<file path="src/rtl/serial_frame_deframer.sv">
// Serial deframer: hunts a zeros/ones preamble, then unpacks start/data/stop frames onto a parallel word and channel strobes.
// Latency: result pulses one clk after the stop bit is sampled. No backpressure; bits advance only on bit_en.
// Optional parity bit between data and stop when DATA_CONVERTER_PARITY_EN is defined.
module serial_frame_deframer #(
  parameter int DATA_W    = 8,
  parameter int PRE_ZEROS = 10,
  parameter int PRE_ONES  = 9,
  parameter int NUM_CH    = 3,
  parameter int MODE_W    = 2,
  parameter int ERR_MAX   = 3
) (
  input  logic              clk,
  input  logic              rst_n,
  input  logic              bit_en,
  input  logic              din,
  input  logic [MODE_W-1:0] mode,
  output logic [DATA_W-1:0] dout,
  output logic              valid,
  output logic [NUM_CH-1:0] ch_valid,
  output logic              lock,
  output logic              frame_err,
  output logic              par_err
);

  localparam int ZW = $clog2(PRE_ZEROS + 1);
  localparam int OW = $clog2(PRE_ONES + 1);
  localparam int EW = $clog2(ERR_MAX + 1);
  localparam int BW = (DATA_W > 1) ? $clog2(DATA_W) : 1;

  localparam logic [ZW-1:0] ZMAX = ZW'(PRE_ZEROS);
  localparam logic [OW-1:0] OMAX = OW'(PRE_ONES);
  localparam logic [EW-1:0] EMAX = EW'(ERR_MAX);
  localparam logic [BW-1:0] BMAX = BW'(DATA_W - 1);

  if (ERR_MAX < 1 || DATA_W < 2) begin : g_param_check
    $error("serial_frame_deframer: ERR_MAX must be >= 1 and DATA_W >= 2");
  end

  typedef enum logic [2:0] {
    HUNT_Z,
    HUNT_O,
    START,
    DATA,
    PARITY,
    STOP
  } state_t;

  state_t              state, state_n;
  logic [ZW-1:0]       zcnt, zcnt_n;
  logic [OW-1:0]       ocnt, ocnt_n;
  logic [EW-1:0]       errcnt, errcnt_n, err_inc;
  logic [BW-1:0]       bitcnt, bitcnt_n;
  logic [DATA_W-1:0]   shreg, shreg_n;
  logic [DATA_W-1:0]   dout_n;
  logic                valid_n;
  logic [NUM_CH-1:0]   ch_valid_n;
  logic                lock_n;
  logic                frame_err_n;
  logic                par_err_n;
  logic                bad;

`ifdef DATA_CONVERTER_PARITY_EN
  logic                par_bad, par_bad_n;
`endif

  always_ff @(posedge clk or negedge rst_n) begin
    if (!rst_n) begin
      state     <= HUNT_Z;
      zcnt      <= '0;
      ocnt      <= '0;
      errcnt    <= '0;
      bitcnt    <= '0;
      shreg     <= '0;
      dout      <= '0;
      valid     <= 1'b0;
      ch_valid  <= '0;
      lock      <= 1'b0;
      frame_err <= 1'b0;
`ifdef DATA_CONVERTER_PARITY_EN
      par_bad   <= 1'b0;
      par_err   <= 1'b0;
`endif
    end else begin
      state     <= state_n;
      zcnt      <= zcnt_n;
      ocnt      <= ocnt_n;
      errcnt    <= errcnt_n;
      bitcnt    <= bitcnt_n;
      shreg     <= shreg_n;
      dout      <= dout_n;
      valid     <= valid_n;
      ch_valid  <= ch_valid_n;
      lock      <= lock_n;
      frame_err <= frame_err_n;
`ifdef DATA_CONVERTER_PARITY_EN
      par_bad   <= par_bad_n;
      par_err   <= par_err_n;
`endif
    end
  end

`ifndef DATA_CONVERTER_PARITY_EN
  assign par_err = 1'b0;
`endif

  always_comb begin
    state_n     = state;
    zcnt_n      = zcnt;
    ocnt_n      = ocnt;
    errcnt_n    = errcnt;
    bitcnt_n    = bitcnt;
    shreg_n     = shreg;
    dout_n      = dout;
    lock_n      = lock;
    valid_n     = 1'b0;
    ch_valid_n  = '0;
    frame_err_n = 1'b0;
    par_err_n   = 1'b0;
    bad         = 1'b0;
    err_inc     = errcnt + EW'(1);
`ifdef DATA_CONVERTER_PARITY_EN
    par_bad_n   = par_bad;
`endif

    if (bit_en) begin
      unique case (state)
        HUNT_Z: begin
          if (!din) begin
            if (zcnt != ZMAX) zcnt_n = zcnt + ZW'(1);
          end else if (zcnt == ZMAX) begin
            state_n = HUNT_O;
            ocnt_n  = OW'(1);
            zcnt_n  = '0;
          end else begin
            zcnt_n = '0;
          end
        end

        // Once the full run of ones is seen, the next '1' is the first start bit.
        HUNT_O: begin
          if (din && ocnt == OMAX) begin
            state_n  = DATA;
            lock_n   = 1'b1;
            errcnt_n = '0;
            bitcnt_n = BMAX;
          end else if (din) begin
            ocnt_n = ocnt + OW'(1);
          end else begin
            state_n = HUNT_Z;
            zcnt_n  = ZW'(1);
          end
        end

        START: begin
          if (din) begin
            state_n  = DATA;
            bitcnt_n = BMAX;
          end else begin
            frame_err_n = 1'b1;
            bad         = 1'b1;
          end
        end

        DATA: begin
          shreg_n = {shreg[DATA_W-2:0], din};
          if (bitcnt == '0) begin
`ifdef DATA_CONVERTER_PARITY_EN
            state_n = PARITY;
`else
            state_n = STOP;
`endif
          end else begin
            bitcnt_n = bitcnt - BW'(1);
          end
        end

`ifdef DATA_CONVERTER_PARITY_EN
        // Even parity: data bits plus parity bit must XOR to zero.
        PARITY: begin
          par_bad_n = ^{shreg, din};
          state_n   = STOP;
        end
`endif

        STOP: begin
          state_n = START;
          if (din) begin
            frame_err_n = 1'b1;
            bad         = 1'b1;
`ifdef DATA_CONVERTER_PARITY_EN
          end else if (par_bad) begin
            par_err_n = 1'b1;
            bad       = 1'b1;
`endif
          end else begin
            dout_n   = shreg;
            valid_n  = 1'b1;
            errcnt_n = '0;
            for (int i = 0; i < NUM_CH; i++) begin
              ch_valid_n[i] = (mode == MODE_W'(i));
            end
          end
        end

        default: begin
          state_n = HUNT_Z;
          zcnt_n  = '0;
          lock_n  = 1'b0;
        end
      endcase

      // The offending bit itself counts as the first zero of a new hunt.
      if (bad) begin
        if (err_inc == EMAX) begin
          state_n  = HUNT_Z;
          lock_n   = 1'b0;
          errcnt_n = '0;
          zcnt_n   = din ? ZW'(0) : ZW'(1);
        end else begin
          errcnt_n = err_inc;
        end
      end
    end
  end

endmodule

</file>
<file path="config.mk">
export PLATFORM = sky130hd
export DESIGN_NAME = serial_frame_deframer
export DESIGN_NICKNAME = d
export VERILOG_FILES = /design/src/rtl/serial_frame_deframer.sv
export SDC_FILE = /design/constraint.sdc
export NUM_CORES = 1
export LEC_CHECK = 0
export ABC_CLOCK_PERIOD_IN_PS = 2420
export BUFFER_PORTS_ARGS = -buffer_cell sky130_fd_sc_hd__buf_4
export CAP_MARGIN = 10
export CORE_MARGIN = 10
export CORE_UTILIZATION = 40
export DETAILED_ROUTE_END_ITERATION = 8
export SYNTH_ARGS = -nofsm -noshare
export SYNTH_HDL_FRONTEND = slang
export SYNTH_SLANG_ARGS = --single-unit
</file>
<file path="constraint.sdc">
create_clock -name clk -period 2.42 [get_ports clk]
set_clock_uncertainty 0.2 [all_clocks]
set_input_delay 0.242 -clock clk [delete_from_list [all_inputs] [get_ports clk]]
set_output_delay 0.242 -clock clk [all_outputs]
set_load 0.01 [all_outputs]
</file>
Word level (Yosys, flattened, before mapping)
Index checks and enable logic that the tools add are counted.
Storage, ports and cells
  register bits after elaboration: 38
  bits in latches: 0
  RAM bits: 0
  bits in read-only memories: 0
  input bits: 6
  output and inout bits: 15
  logic and storage cells: 94
  memories kept: 0
Cells by class
  add/sub/neg operators: 4
  $mul: 0
  div/mod/pow operators: 0
  $lt $le $gt $ge: 0
  eq/ne operators: 19
  shifts and indexed selects: 0
  multiplexer cells: 45
  bitwise operators: 1
  reductions and logical operators: 14
Operators by type and width (count)
  two-way mux 3 bit: 14
  two-way mux 4 bit: 10
  one-hot mux 3 bit (5 select lines): 1
  inequality test 2 bit, second input constant: 7
  one-hot mux 4 bit (3 select lines): 1
  two-way mux 1 bit: 10
  one-hot mux 3 bit (3 select lines): 1
  adder 4 x 1 -> 4 bit, second input constant: 2
  equality test 4 bit, second input constant: 2
  two-way mux 2 bit: 4
  one-hot mux 4 bit (2 select lines): 1
  equality test 3 x 2 -> 1 bit, second input constant: 2
  logical NOT 3 bit: 2
  inequality test 3 bit, second input constant: 2
  AND reduction 6 bit: 1
  nonzero test 3 bit: 2
  AND reduction 5 bit: 1
  equality test 2 bit, second input constant: 2
  inequality test 4 bit, second input constant: 1
  one-hot mux 1 bit (2 select lines): 2
  one-hot mux 2 bit (2 select lines): 1
  AND reduction 4 bit: 1
  OR reduction 4 bit: 1
  equality test 3 x 1 -> 1 bit, second input constant: 1
  11 further kinds: 11

Depth between registers and ports, before layout
Gate-level depths: netlist of the first run.
  word-level depth: 6
  gate-level depth with buffers: 6
  mapped depth without buffers: 6

Least setup slack after synthesis of the first run
Ideal clock, no wire load.
  kind: register to register
  from: register state[0]
  to: register zcnt[0]
  setup time: 0.080 ns
  data arrival time: 1.650 ns
  required time: 2.140 ns
  path slack: 0.490 ns
  stages on the path, launching flop included: 5
  buffers on the path: 0
  clock period less this slack: 1.930 ns
  path through: dfrtp_1 or4b_4 a21oi_4 or4b_1 o211ai_2
Between the ends
  longest elaborated chain between the ends: 5
  elaborated cells on any way between the ends: 11
  classes of those cells: eq/ne: 4; mux: 5; reduce/logical: 2
RTL lines
  from (decl): line 48  | state_t state, state_n;
  from (signal assigned): line 84  | state <= state_n;
  equality test 3 bit or equality test 3 x 2 -> 1 bit (tied branches): line 126  | unique case (state)
  OR reduction 3 bit (no line)
  one-hot mux 4 bit (3 select lines): line 126
  two-way mux 4 bit: line 214  | if (err_inc == EMAX) begin
  two-way mux 4 bit (*): line 213  | if (bad) begin
  to (signal assigned): line 85  | zcnt <= zcnt_n;
  to (decl): line 49  | logic [ZW-1:0] zcnt, zcnt_n;
Every way passes the cells marked *; elsewhere a longest branch is shown, timed or not. The select of a mux whose other input is x is not followed.
A chain may end at the register's enable or synchronous reset.

Worst setup path in the final report of the first run
  from: register state[1]
  to: register ch_valid[0]
Between the ends
  longest elaborated chain between the ends: 3
RTL lines
  equality test 3 bit: line 126
  two-way mux 3 bit: line 126
  two-way mux 3 bit: line 125  | if (bit_en) begin
  via ch_valid_n[0]: line 56  | logic [NUM_CH-1:0] ch_valid_n;
  to (signal assigned): line 92  | ch_valid <= ch_valid_n;
  to (decl): line 19  | output logic [NUM_CH-1:0] ch_valid,
The timed path passes the listed nets, and every way through them passes these cells.

==> results of run 1 <==
-- kinds of logic (layout without fill, tap and decap cells) --
group                    Yosys count  in the layout  synth area share [%]
buffers and inverters             21             48                 4.454
AND/OR/NAND/NOR                   45             45                 15.49
AO/OA/AOI/OAI                     40             40                 14.03
adder cells (fa/ha/maj)            6              6                 3.989
multiplexers                      19             19                 11.30
flip-flops                        38             38                 50.53
other                              1              1                0.1993
-- sequential cells by signal, summed over array words and instances (netlist names) --
signal,flops
lock,1
ch_valid,3
shreg,8
errcnt,2
zcnt,4
valid,1
frame_err,1
dout,8
state,3
ocnt,4
bitcnt,3
-- metrics by stage --
stage,std cells,util [%]
finish,249,50.96
global route,249,50.96
CTS,249,50.96
detailed placement,238,47.07
global placement,238,47.07
floorplan,170,-
-- per-layer routing --
layer	vias up	global-route usage [%]
met5	-	0
met4	0	4.405
met3	5	2.390
met2	30	17.35
met1	692	14.25
li1	665	-
-- what timing repair did --
item | in CTS | in global routing
gates resized for setup | 0 | 0
hold endpoints to repair | 39 | 0
hold buffers | 3 | 0
-- Yosys cell counts (2+ instances only) --
cell                       number
sky130_fd_sc_hd__dfrtp_1       38
sky130_fd_sc_hd__mux2_2        18
sky130_fd_sc_hd__a21oi_1       12
sky130_fd_sc_hd__inv_1         12
sky130_fd_sc_hd__nand2_1        8
sky130_fd_sc_hd__o21ai_0        8
sky130_fd_sc_hd__clkbuf_1       6
sky130_fd_sc_hd__ha_1           6
sky130_fd_sc_hd__nand3_1        6
sky130_fd_sc_hd__o22ai_1        5
sky130_fd_sc_hd__a31oi_1        4
sky130_fd_sc_hd__and3b_1        4
sky130_fd_sc_hd__nor3_1         4
sky130_fd_sc_hd__nor2_1         3
sky130_fd_sc_hd__nor3b_1        3
sky130_fd_sc_hd__nand3b_1       2
sky130_fd_sc_hd__nor2b_1        2
sky130_fd_sc_hd__nor4b_1        2
-- report_power, final --
group | leakage, uW | internal, uW | switching (uW)
Sequential | 0.000498 | 736 | 114
Clock | 0.0000714 | 440 | 224
Combinational | 0.000512 | 166 | 176
-- critical path: cells and delay by family (launching register included) --
family,cells,cell delay [ps]
buf+inv,2,790
flops,1,500
simple gates,3,680
-- cell type report --
cell class / count / area share, %
clock buffers: 6 / 3.646
clock inverters: 2 / 2.652
inverters: 13 / 2.155
multi-input cells: 111 / 37.40
flip-flops and latches: 38 / 41.99
well taps: 52 / 2.873
repair buffers: 27 / 9.282
-- worst paths after layout --
check | from | endpoint | slack [ps] | depth (start not counted)
worst max-delay path | state[1]$_DFFE_PN0P_ | ch_valid[0]$_DFF_PN0_ | 190 | 5
worst min register to register | dout[1]$_DFFE_PN0P_ | dout[1]$_DFFE_PN0P_ | 310 | 1
min in group asynchronous | rst_n | zcnt[1]$_DFFE_PN0P_ | 240 | 2
max in group asynchronous | rst_n | frame_err$_DFF_PN0_ | 1430 | 2
worst min-delay path | mode[0] | ch_valid[2]$_DFF_PN0_ | 30 | 2
worst max register to register | state[1]$_DFFE_PN0P_ | ch_valid[0]$_DFF_PN0_ | 190 | 5
==> implementation parameters, run 1 <==
Parameter                              Value

Worst setup path
  Crit path arrival time ... approximately 2300 ps
  Startpoint class of the critical path ... flip-flop
  Cell with the largest stage delay on the worst path ... sky130_fd_sc_hd__dlygate4sd3_1
  Endpoint kind of the worst setup timing path ... flip-flop
  Worst stage delay on the critical path ... 570 ps
  Max FO, Critical Path ... 13
  CP Data Required Time ... 2450 ps
  Critical path cell sequence ... nand2b_1, nor3_1, buf_4, nor3b_1, dlygate4sd3_1
  Critical path class ... flip-flop to flip-flop

Cells and area
  Share of cells above drive strength 1 ... 28.43%
  Multi-input logic area ... around 850 sq um
  Post-route cell area ... 0.002265 sq mm
  Filler Cells Inserted ... 417
  Final net count ... 208
  Leading cell type in the layout, fill and taps excluded ... sky130_fd_sc_hd__dfrtp_1
  Area growth, synth to finish ... 20.35%
  Antenna diodes ... 0
  Leading cell types in the layout, fill and taps excluded ... 38 x sky130_fd_sc_hd__dfrtp_1, 24 x sky130_fd_sc_hd__buf_4, 18 x sky130_fd_sc_hd__mux2_2
  Area of all sequential standard cells ... 950.9 sq um

GRT
  Total routing usage reported by global routing ... 10.97%
  Maximum number of pins on one net before global-route repair ... 39
  Antenna violations before repair ... 0
  GR Overflow Total ... 0
  Global-route wire length before repair ... 6810 um
  Vias in the first global route ... 1387

Yosys
  Cell variety after synth ... 45
  Per-instance average area after synthesis ... 11.07 sq um
  Synth warnings ... 0
  Largest area contributor in the synthesized netlist ... sky130_fd_sc_hd__dfrtp_1
  Net count after synthesis ... roughly 180
  Portion of synthesized cell area occupied by the leading cell type ... 50.53%
  Top cells by area, synth ... sky130_fd_sc_hd__dfrtp_1 51%, sky130_fd_sc_hd__mux2_2 11%, sky130_fd_sc_hd__ha_1 4.0%
  Register area share after synthesis ... 50.53%
  Number of flip-flops and latches in the synthesized netlist ... 38
  Post-synthesis cell area ... 0.001882 sq mm
  Number of flops mapped to enable cells by yosys ... 0
  Count of mapped cells out of synthesis ... 170
  Asr flop ratio synth ... 100.0%
  Leading register cell type out of synthesis ... sky130_fd_sc_hd__dfrtp_1

Die
  Core region area ... ~0.0044 sq mm
  Number of cell rows ... 24
  Width of the chip ... 88.59 um
  Die area ... approximately 0.0078 sq mm
  Initial core utilization ... 42.34%
  Total I/O pin count ... 21
  Die height ... about 90 um

CTS
  H-Tree Level Count ... 2
  Buffer count from post-CTS setup fixing ... 0
  Clock Sinks ... 38
  Clk Latency, worst-skew pair ... 290 ps
  CTS Root Buffer Type ... sky130_fd_sc_hd__clkbuf_8
  TritonCTS clock tree ... built
  Number of buffers inserted during clock tree synthesis ... 5
  Clock slew at reported path FFs ... 70 ps
  Maximum root-to-sink buffer count ... 2

Drt
  Detailed-routing iteration count for the pre-antenna-repair pass ... 4
  Total length of routed wires ... 3930 um
  Residual antenna-violating net count after detailed routing ... 0
  Avg WL per Cell ... 15.78 um
  Vias after detailed routing ... 1392
  Vias per cell ... 5.590
  Met3 wirelength from detailed routing ... 120 um
  Top Metal Used ... met4
  Detail Route met2 WL ... between 2000 and 2500 um
  Routed metal-1 wirelength ... between 1500 and 2000 um
  Number of design rule violations left after detail routing ... 0
  Iter 0 DRT Violations ... 135

Timing
  Final worst-path cycle share ... 91.95%
  Final min period ... 2225 ps
  Number of failing setup endpoints in the final timing report ... 0
  Worst hold-check slack ... 32.25 ps
  Setup TNS ... 0 ps
  Hold violation count in the final report ... 0
  Setup repair after global routing missed its margin ... no
  Fin worst setup slack ... between 150 and 200 ps
  Max Freq ... 449.4 MHz
  Final Slew Violations ... 0

Place
  Area after DPL ... around 0.0021 sq mm
  Post-placement worst setup slack ... roughly 370 ps
  Post-DP HPWL ... 2842 um
  IO buf count ... 19
  Final weighted congestion in routability-driven placement ... 0.8680

Pwr
  Leakage component of the power ... 0.001081 uW
  PwrDens ... 819.6 mW/mm^2
  Overall power of the completed layout ... around 1900 uW
  Peak ir drop on the vdd network ... about 0.00043 V

Status
  Status ... complete, no violations

Worst hold path
  Type of the worst min-delay path ... input pin to flip-flop

Flow run
  Max-cap viol count ... 0
No activity file was read; power rests on OpenSTA's default activity.
==> run 2: changes to the inputs <==
--- a/config.mk
+++ b/config.mk
@@ -8,6 +8,7 @@
 export ABC_CLOCK_PERIOD_IN_PS = 2420
 export BUFFER_PORTS_ARGS = -buffer_cell sky130_fd_sc_hd__buf_4
 export CAP_MARGIN = 10
+export CORE_ASPECT_RATIO = 1.2
 export CORE_MARGIN = 10
 export CORE_UTILIZATION = 40
 export DETAILED_ROUTE_END_ITERATION = 8
==> run 2 against run 1 <==
- non-clock buffer count shrank 1
- sequential share of layout area grew 0.093 points
- clock-buffer cell count shrank 1
- routed wire length shrank 3.9%
- clock power shrank 3%
- power shrank 1.3%
- maximum frequency shrank 1.1%
- die area grew 0.15%
- combinational power shrank 1%
- final cell count grew 2.0%
- register-to-register slack lost 20 ps
==> implementation parameters, run 2 (synthesis results as in run 1) <==
Parameter                              Value

Status
  Status ... complete, no violations

Worst setup path
  Family of cells with the greatest summed delay on the critical path ... buffers and inverters
  Total buffers and inverters traversed by the critical path ... 2 (unchanged)
  Path length in cells of the critical path ... 5 (unchanged)
  Critical path class ... flip-flop to flip-flop
  Worst stage delay on the critical path ... 560 ps (about the same)
  Cell with the largest stage delay on the worst path ... sky130_fd_sc_hd__dlygate4sd3_1
  CP Data Required Time ... 2450 ps (about the same)
  Critical path cell sequence ... nand2b_1, nor3_1, buf_4, nor3b_1, dlygate4sd3_1
  Crit path arrival time ... 2280 ps (+20 ps)
  Startpoint class of the critical path ... flip-flop
  Worst R2R Path Depth ... 5 (unchanged)
  Endpoint kind of the worst setup timing path ... flip-flop
  Max FO, Critical Path ... 13 (unchanged)

Cells and area
  Final net count ... 207 (-0.48%)
  Filler Cells Inserted ... 426 (+2.2%)
  Leading cell types in the layout, fill and taps excluded ... 38 x sky130_fd_sc_hd__dfrtp_1, 23 x sky130_fd_sc_hd__buf_4, 18 x sky130_fd_sc_hd__mux2_2
  Area growth, synth to finish ... 20.08%
  Biggest regs ... dout (8), shreg (8)
  Antenna diodes ... 0 (unchanged)
  Multi-input logic area ... 847.1 sq um (unchanged)
  Area of all sequential standard cells ... 950.9 sq um (unchanged)
  Leading cell type in the layout, fill and taps excluded ... sky130_fd_sc_hd__dfrtp_1
  Share of cells above drive strength 1 ... 28.06% (-0.37 points)

CTS
  TritonCTS clock tree ... built
  Number of buffers inserted during clock tree synthesis ... 5 (unchanged)
  Maximum root-to-sink buffer count ... 2 (unchanged)
  Clock Sinks ... 38 (unchanged)
  Clk Latency, worst-skew pair ... 290 ps (about the same)
  Number of gates given a new drive strength after cts ... 0 (unchanged)
  H-Tree Level Count ... 2 (unchanged)
  Clock slew at reported path FFs ... 80 ps (about the same)
  CTS Root Buffer Type ... sky130_fd_sc_hd__clkbuf_8

Place
  Final weighted congestion in routability-driven placement ... 0.7897 (-9.0%)
  IO buf count ... 19 (unchanged)
  Post-placement worst setup slack ... 390.6 ps (+16.08 ps)
  Post-DP HPWL ... 2711 um (-4.6%)

GRT
  GR Overflow Total ... 0 (unchanged)
  Vias in the first global route ... 1445 (+4.2%)
  Met3 track utilization from global routing ... 3.484% (+1.1 points)
  Total routing usage reported by global routing ... 10.75% (-0.22 points)
  Highest-utilization routing layer at the global route stage ... met2
  Global-route met1 utilization ... 12.47% (-1.8 points)
  Met2 capacity usage during global routing ... 18.05% (+0.70 points)
  Global-route wire length before repair ... 6665 um (-2.1%)
  Maximum number of pins on one net before global-route repair ... 39 (unchanged)
  Antenna violations before repair ... 0 (unchanged)

Drt
  Detailed-routing iteration count for the pre-antenna-repair pass ... 4 (unchanged)
  Vias per cell ... 5.413 (-3.2%)
  Residual antenna-violating net count after detailed routing ... 0 (unchanged)
  Vias after detailed routing ... 1375 (-1.2%)
  Iter 0 DRT Violations ... 112 (-17%)
  Avg WL per Cell ... 14.86 um (-5.8%)
  Number of design rule violations left after detail routing ... 0 (unchanged)
  Total length of routed wires ... 3775 um (-3.9%)

Timing
  Max Freq ... 444.6 MHz (-1.1%)
  Fin worst setup slack ... 170.8 ps (-23.98 ps)
  Setup repair after global routing missed its margin ... no
  Hold violation count in the final report ... 0 (unchanged)
  Number of failing setup endpoints in the final timing report ... 0 (unchanged)
  Final Slew Violations ... 0 (unchanged)
  Final worst-path cycle share ... 92.94% (+0.99 points)
  Final min period ... 2249 ps (+23.98 ps)
  Setup TNS ... 0 ps (unchanged)

Die
  Die height ... 95.14 um (+7.4%)
  Core region area ... 0.004561 sq mm (+2.6%)
  Total I/O pin count ... 21 (unchanged)
  Width of the chip ... 82.62 um (-6.7%)
  Die area ... 0.007860 sq mm (+0.15%)
  Number of cell rows ... 27 (+13%)
  Initial core utilization ... 41.26% (-1.1 points)

Flow run
  Max-cap viol count ... 0 (unchanged)

Pwr
  PwrDens ... 810.8 mW/mm^2 (-1.1%)
  Leakage component of the power ... 0.001073 uW (-0.79%)
  Peak ir drop on the vdd network ... 0.0005305 V (+22%)

Worst hold path
  Hold Crit Depth ... 2 (unchanged)
  Type of the worst min-delay path ... input pin to flip-flop
run 2: cell type report:
| class | instances | area share (%) |
|---|---|---|
| Clock buffer | 5 | 3.045 |
| Clock inverter | 3 | 3.045 |
| Inverter | 13 | 2.159 |
| Multi-Input combinational cell | 111 | 37.49 |
| Sequential cell | 38 | 42.08 |
| Tap cell | 58 | 3.212 |
| Timing Repair Buffer | 26 | 8.970 |
run 2: per-layer routing:
| metal | vias to the layer above | share of wire [%] |
|---|---|---|
| met5 | - | 0 |
| met4 | 0 | 1.6 |
| met3 | 7 | 4.0 |
| met2 | 22 | 52 |
| met1 | 679 | 43 |
| li1 | 667 | - |
run 2: path summary, 6_finish.rpt:
kind                                      start                    end  slack [ps]
max                        state[1]$_DFFE_PN0P_  ch_valid[0]$_DFF_PN0_         170
min                                     mode[1]  ch_valid[2]$_DFF_PN0_          20
max reg2reg                state[1]$_DFFE_PN0P_  ch_valid[0]$_DFF_PN0_         170
min reg2reg                 dout[3]$_DFFE_PN0P_    dout[3]$_DFFE_PN0P_         310
max in group asynchronous                 rst_n    dout[4]$_DFFE_PN0P_        1430
min in group asynchronous                 rst_n  ch_valid[1]$_DFF_PN0_         250
run 2: what timing repair did:
| action | 4_1_cts | 5_1_grt |
|---|---|---|
| hold buffers | 3 | 0 |
| endpoints found under the hold margin | 39 | 0 |
| setup buffers | 0 | 0 |
| endpoints found under the setup margin | 0 | 0 |
run 2: through the flow:
stage / hold slack, ps / power, uW / util [%] / instances / instance area, sq um
final: 20.27 / 1832 / 49.55 / 254 / 2260
after global routing: 6.612 / 1957 / 49.55 / 254 / 2260
after CTS: 11.93 / 1855 / 49.55 / 254 / 2260
after detailed placement: 39.43 / 1199 / 45.87 / 243 / 2092
after global placement: 28.68 / 1184 / 45.87 / 243 / 2092
after floorplan: -253.6 / 1084 / - / 170 / 1882
run 2: report_power, final:
part	internal (uW)	switching, uW
Sequential	736	114
Clock	413	231
Combinational	165	173
==> run 3: changes to the inputs <==
--- a/config.mk
+++ b/config.mk
@@ -5,13 +5,14 @@
 export SDC_FILE = /design/constraint.sdc
 export NUM_CORES = 1
 export LEC_CHECK = 0
-export ABC_CLOCK_PERIOD_IN_PS = 2420
+export ABC_CLOCK_PERIOD_IN_PS = 2800
 export BUFFER_PORTS_ARGS = -buffer_cell sky130_fd_sc_hd__buf_4
 export CAP_MARGIN = 10
 export CORE_ASPECT_RATIO = 1.2
 export CORE_MARGIN = 10
-export CORE_UTILIZATION = 40
+export CORE_UTILIZATION = 23
 export DETAILED_ROUTE_END_ITERATION = 8
+export SETUP_SLACK_MARGIN = 0.2
 export SYNTH_ARGS = -nofsm -noshare
 export SYNTH_HDL_FRONTEND = slang
 export SYNTH_SLANG_ARGS = --single-unit
==> constraint.sdc (replaced) <==
create_clock -name clk -period 2.8 [get_ports clk]
set_clock_uncertainty 0.2 [all_clocks]
set_input_delay 0.28 -clock clk [delete_from_list [all_inputs] [get_ports clk]]
set_output_delay 0.28 -clock clk [all_outputs]
set_load 0.01 [all_outputs]
==> run 3 against run 2 <==
- clock-buffer cell count unchanged
- maximum frequency increased by 0.54%
- sequential power shrank 13%
- routed wire length grew 3.4%
- highest routed layer is now met3
- critical path type unchanged
==> implementation parameters, run 3 (synthesis results as in run 1) <==
Parameter                              Value

Status
  Status ... complete, no violations

Cells and area
  Post-route cell area ... 0.002240 sq mm (-0.89%)
  Share of cells above drive strength 1 ... 27.32% (-0.74 points)
  Multi-input logic area ... 847.1 sq um (unchanged)
  Biggest regs ... dout (8), shreg (8)
  Filler Cells Inserted ... 835 (+96%)
  Leading cell types in the layout, fill and taps excluded ... 38 x sky130_fd_sc_hd__dfrtp_1, 22 x sky130_fd_sc_hd__buf_4, 18 x sky130_fd_sc_hd__mux2_2
  Area growth, synth to finish ... 19.02%
  Area of all sequential standard cells ... 950.9 sq um (unchanged)
  Antenna diodes ... 0 (unchanged)
  Leading cell type in the layout, fill and taps excluded ... sky130_fd_sc_hd__dfrtp_1
  Count of non-filler cells in the finished layout ... 289 (+14%)
  Final net count ... 206 (-0.48%)

Worst setup path
  CP Data Required Time ... 2830 ps (+380 ps)
  Endpoint kind of the worst setup timing path ... flip-flop
  Family of cells with the greatest summed delay on the critical path ... buffers and inverters
  Cell with the largest stage delay on the worst path ... sky130_fd_sc_hd__dfrtp_1
  Critical path class ... flip-flop to flip-flop
  Worst stage delay on the critical path ... 720 ps (+160 ps)
  Critical path cell sequence ... nand2_1, nor3_1, buf_4, nor3b_1, dlygate4sd3_1
  Crit path arrival time ... 2260 ps (-20 ps)
  Total buffers and inverters traversed by the critical path ... 2 (unchanged)
  Max FO, Critical Path ... 22 (+9)
  Startpoint class of the critical path ... flip-flop

CTS
  Clock slew at reported path FFs ... 80 ps (about the same)
  TritonCTS clock tree ... built
  Number of buffers inserted during clock tree synthesis ... 5 (unchanged)
  Maximum root-to-sink buffer count ... 2 (unchanged)
  CTS Root Buffer Type ... sky130_fd_sc_hd__clkbuf_8
  Clk Latency, worst-skew pair ... 280 ps (about the same)
  Number of gates given a new drive strength after cts ... 0 (unchanged)
  H-Tree Level Count ... 2 (unchanged)
  Clock Sinks ... 38 (unchanged)

Drt
  Detailed-routing iteration count for the pre-antenna-repair pass ... 5 (+1)
  Total length of routed wires ... 3904 um (+3.4%)
  Avg WL per Cell ... 13.51 um (-9.1%)
  Iter 0 DRT Violations ... 46 (-59%)
  Number of design rule violations left after detail routing ... 0 (unchanged)
  Vias after detailed routing ... 1346 (-2.1%)
  Residual antenna-violating net count after detailed routing ... 0 (unchanged)
  Vias per cell ... 4.657 (-14%)

Die
  Die area ... 0.01221 sq mm (+55%)
  Initial core utilization ... 23.34% (-18 points)
  Die height ... 119.1 um (+25%)
  Total I/O pin count ... 21 (unchanged)
  Core region area ... 0.008063 sq mm (+77%)
  Width of the chip ... 102.6 um (+24%)
  Number of cell rows ... 36 (+33%)

Timing
  Final Slew Violations ... 0 (unchanged)
  Max Freq ... 447.0 MHz (+0.54%)
  Number of failing setup endpoints in the final timing report ... 0 (unchanged)
  Hold violation count in the final report ... 0 (unchanged)
  Slew at the pin closest to its max-slew limit ... around 630 ps
  Setup TNS ... 0 ps (unchanged)
  Final worst-path cycle share ... 79.90% (-13 points)
  Fin worst setup slack ... 562.9 ps (+392.1 ps)
  Worst max-slew margin expressed relative to the limit ... 57.71%
  Final min period ... 2237 ps (-12.12 ps)
  Setup repair after global routing missed its margin ... no

Pwr
  Peak ir drop on the vdd network ... 0.0002699 V (-49%)
  Leakage component of the power ... 0.001042 uW (-2.9%)
  Overall power of the completed layout ... 1378 uW (-25%)
  PwrDens ... 615.1 mW/mm^2 (-24%)

GRT
  Vias in the first global route ... 1339 (-7.3%)
  Total routing usage reported by global routing ... 6.513% (-4.2 points)
  Maximum number of pins on one net before global-route repair ... 39 (unchanged)
  Global-route wire length before repair ... 6568 um (-1.5%)
  Antenna violations before repair ... 0 (unchanged)
  GR Overflow Total ... 0 (unchanged)

Place
  Post-placement worst setup slack ... 592.2 ps (+201.6 ps)
  IO buf count ... 19 (unchanged)
  Number of cells in the design after placement ... 279 (+15%)
  Area after DPL ... 0.002131 sq mm (+1.9%)
  Final weighted congestion in routability-driven placement ... 0.7983 (+1.1%)
  Post-DP HPWL ... 2740 um (+1.1%)

Worst hold path
  Type of the worst min-delay path ... input pin to flip-flop

Flow run
  Max-cap viol count ... 0 (unchanged)
run 3: cell types whose count changed in the layout (fill, tap and decap cells not counted), sizes merged:
cell / delta
bufinv: -2
buf: -1
clkinv: +1
run 3: final timing paths:
kind                                 startpoint  depth (start not counted)                     to  slack [ps]
setup reg to reg           state[2]$_DFFE_PN0P_                          5  ch_valid[0]$_DFF_PN0_         560
max in group asynchronous                 rst_n                          2    frame_err$_DFF_PN0_        1750
min in group asynchronous                 rst_n                          2    ocnt[2]$_DFFE_PN0P_         300
setup / recovery           state[2]$_DFFE_PN0P_                          5  ch_valid[0]$_DFF_PN0_         560
hold / removal                          mode[1]                          2  ch_valid[2]$_DFF_PN0_          70
hold reg to reg                lock$_DFFE_PN0P_                          2       lock$_DFFE_PN0P_         310
run 3: stage by stage:
step           utilization, %  hold WS, ps
6_report                27.78        66.47
5_1_grt                 27.78        73.08
4_1_cts                 27.78        61.21
3_5_place_dp            26.43        94.14
3_3_place_gp            26.43        88.33
2_1_floorplan               -       -215.6
run 3: worst reg2reg max path, delay by kind of cell (launching register included):
kind,cells,cell delay [ps]
DFF,1,720
buffers and inverters,2,790
and+or+nand+nor,3,470
run 3: layout make-up:
class / instances / share of cell area, %
Clock buffer: 5 / 3.073
Clock inverter: 2 / 0.4469
Inverter: 13 / 2.179
Multi-Input combinational cell: 111 / 37.82
Sequential cell: 38 / 42.46
Tap cell: 95 / 5.307
Timing Repair Buffer: 25 / 8.715
run 3: layer usage:
layer | routed length [um] | vias up | global-route usage [%]
li1 | - | 668 | -
met1 | 1774 | 648 | 8.261
met2 | 1865 | 30 | 10.11
met3 | 263 | 0 | 2.776
met4 | 0 | 0 | 1.148
met5 | 0 | - | 0
run 3: what timing repair did:
item	in CTS	in global routing
hold buffers	3	0
setup buffers	0	0
endpoints found under the hold margin	39	0
run 3: where the power goes:
part | switching (uW) | internal (uW)
registers | 101 | 636
clock network | 190 | 167
logic | 141 | 142
total | 432 | 945
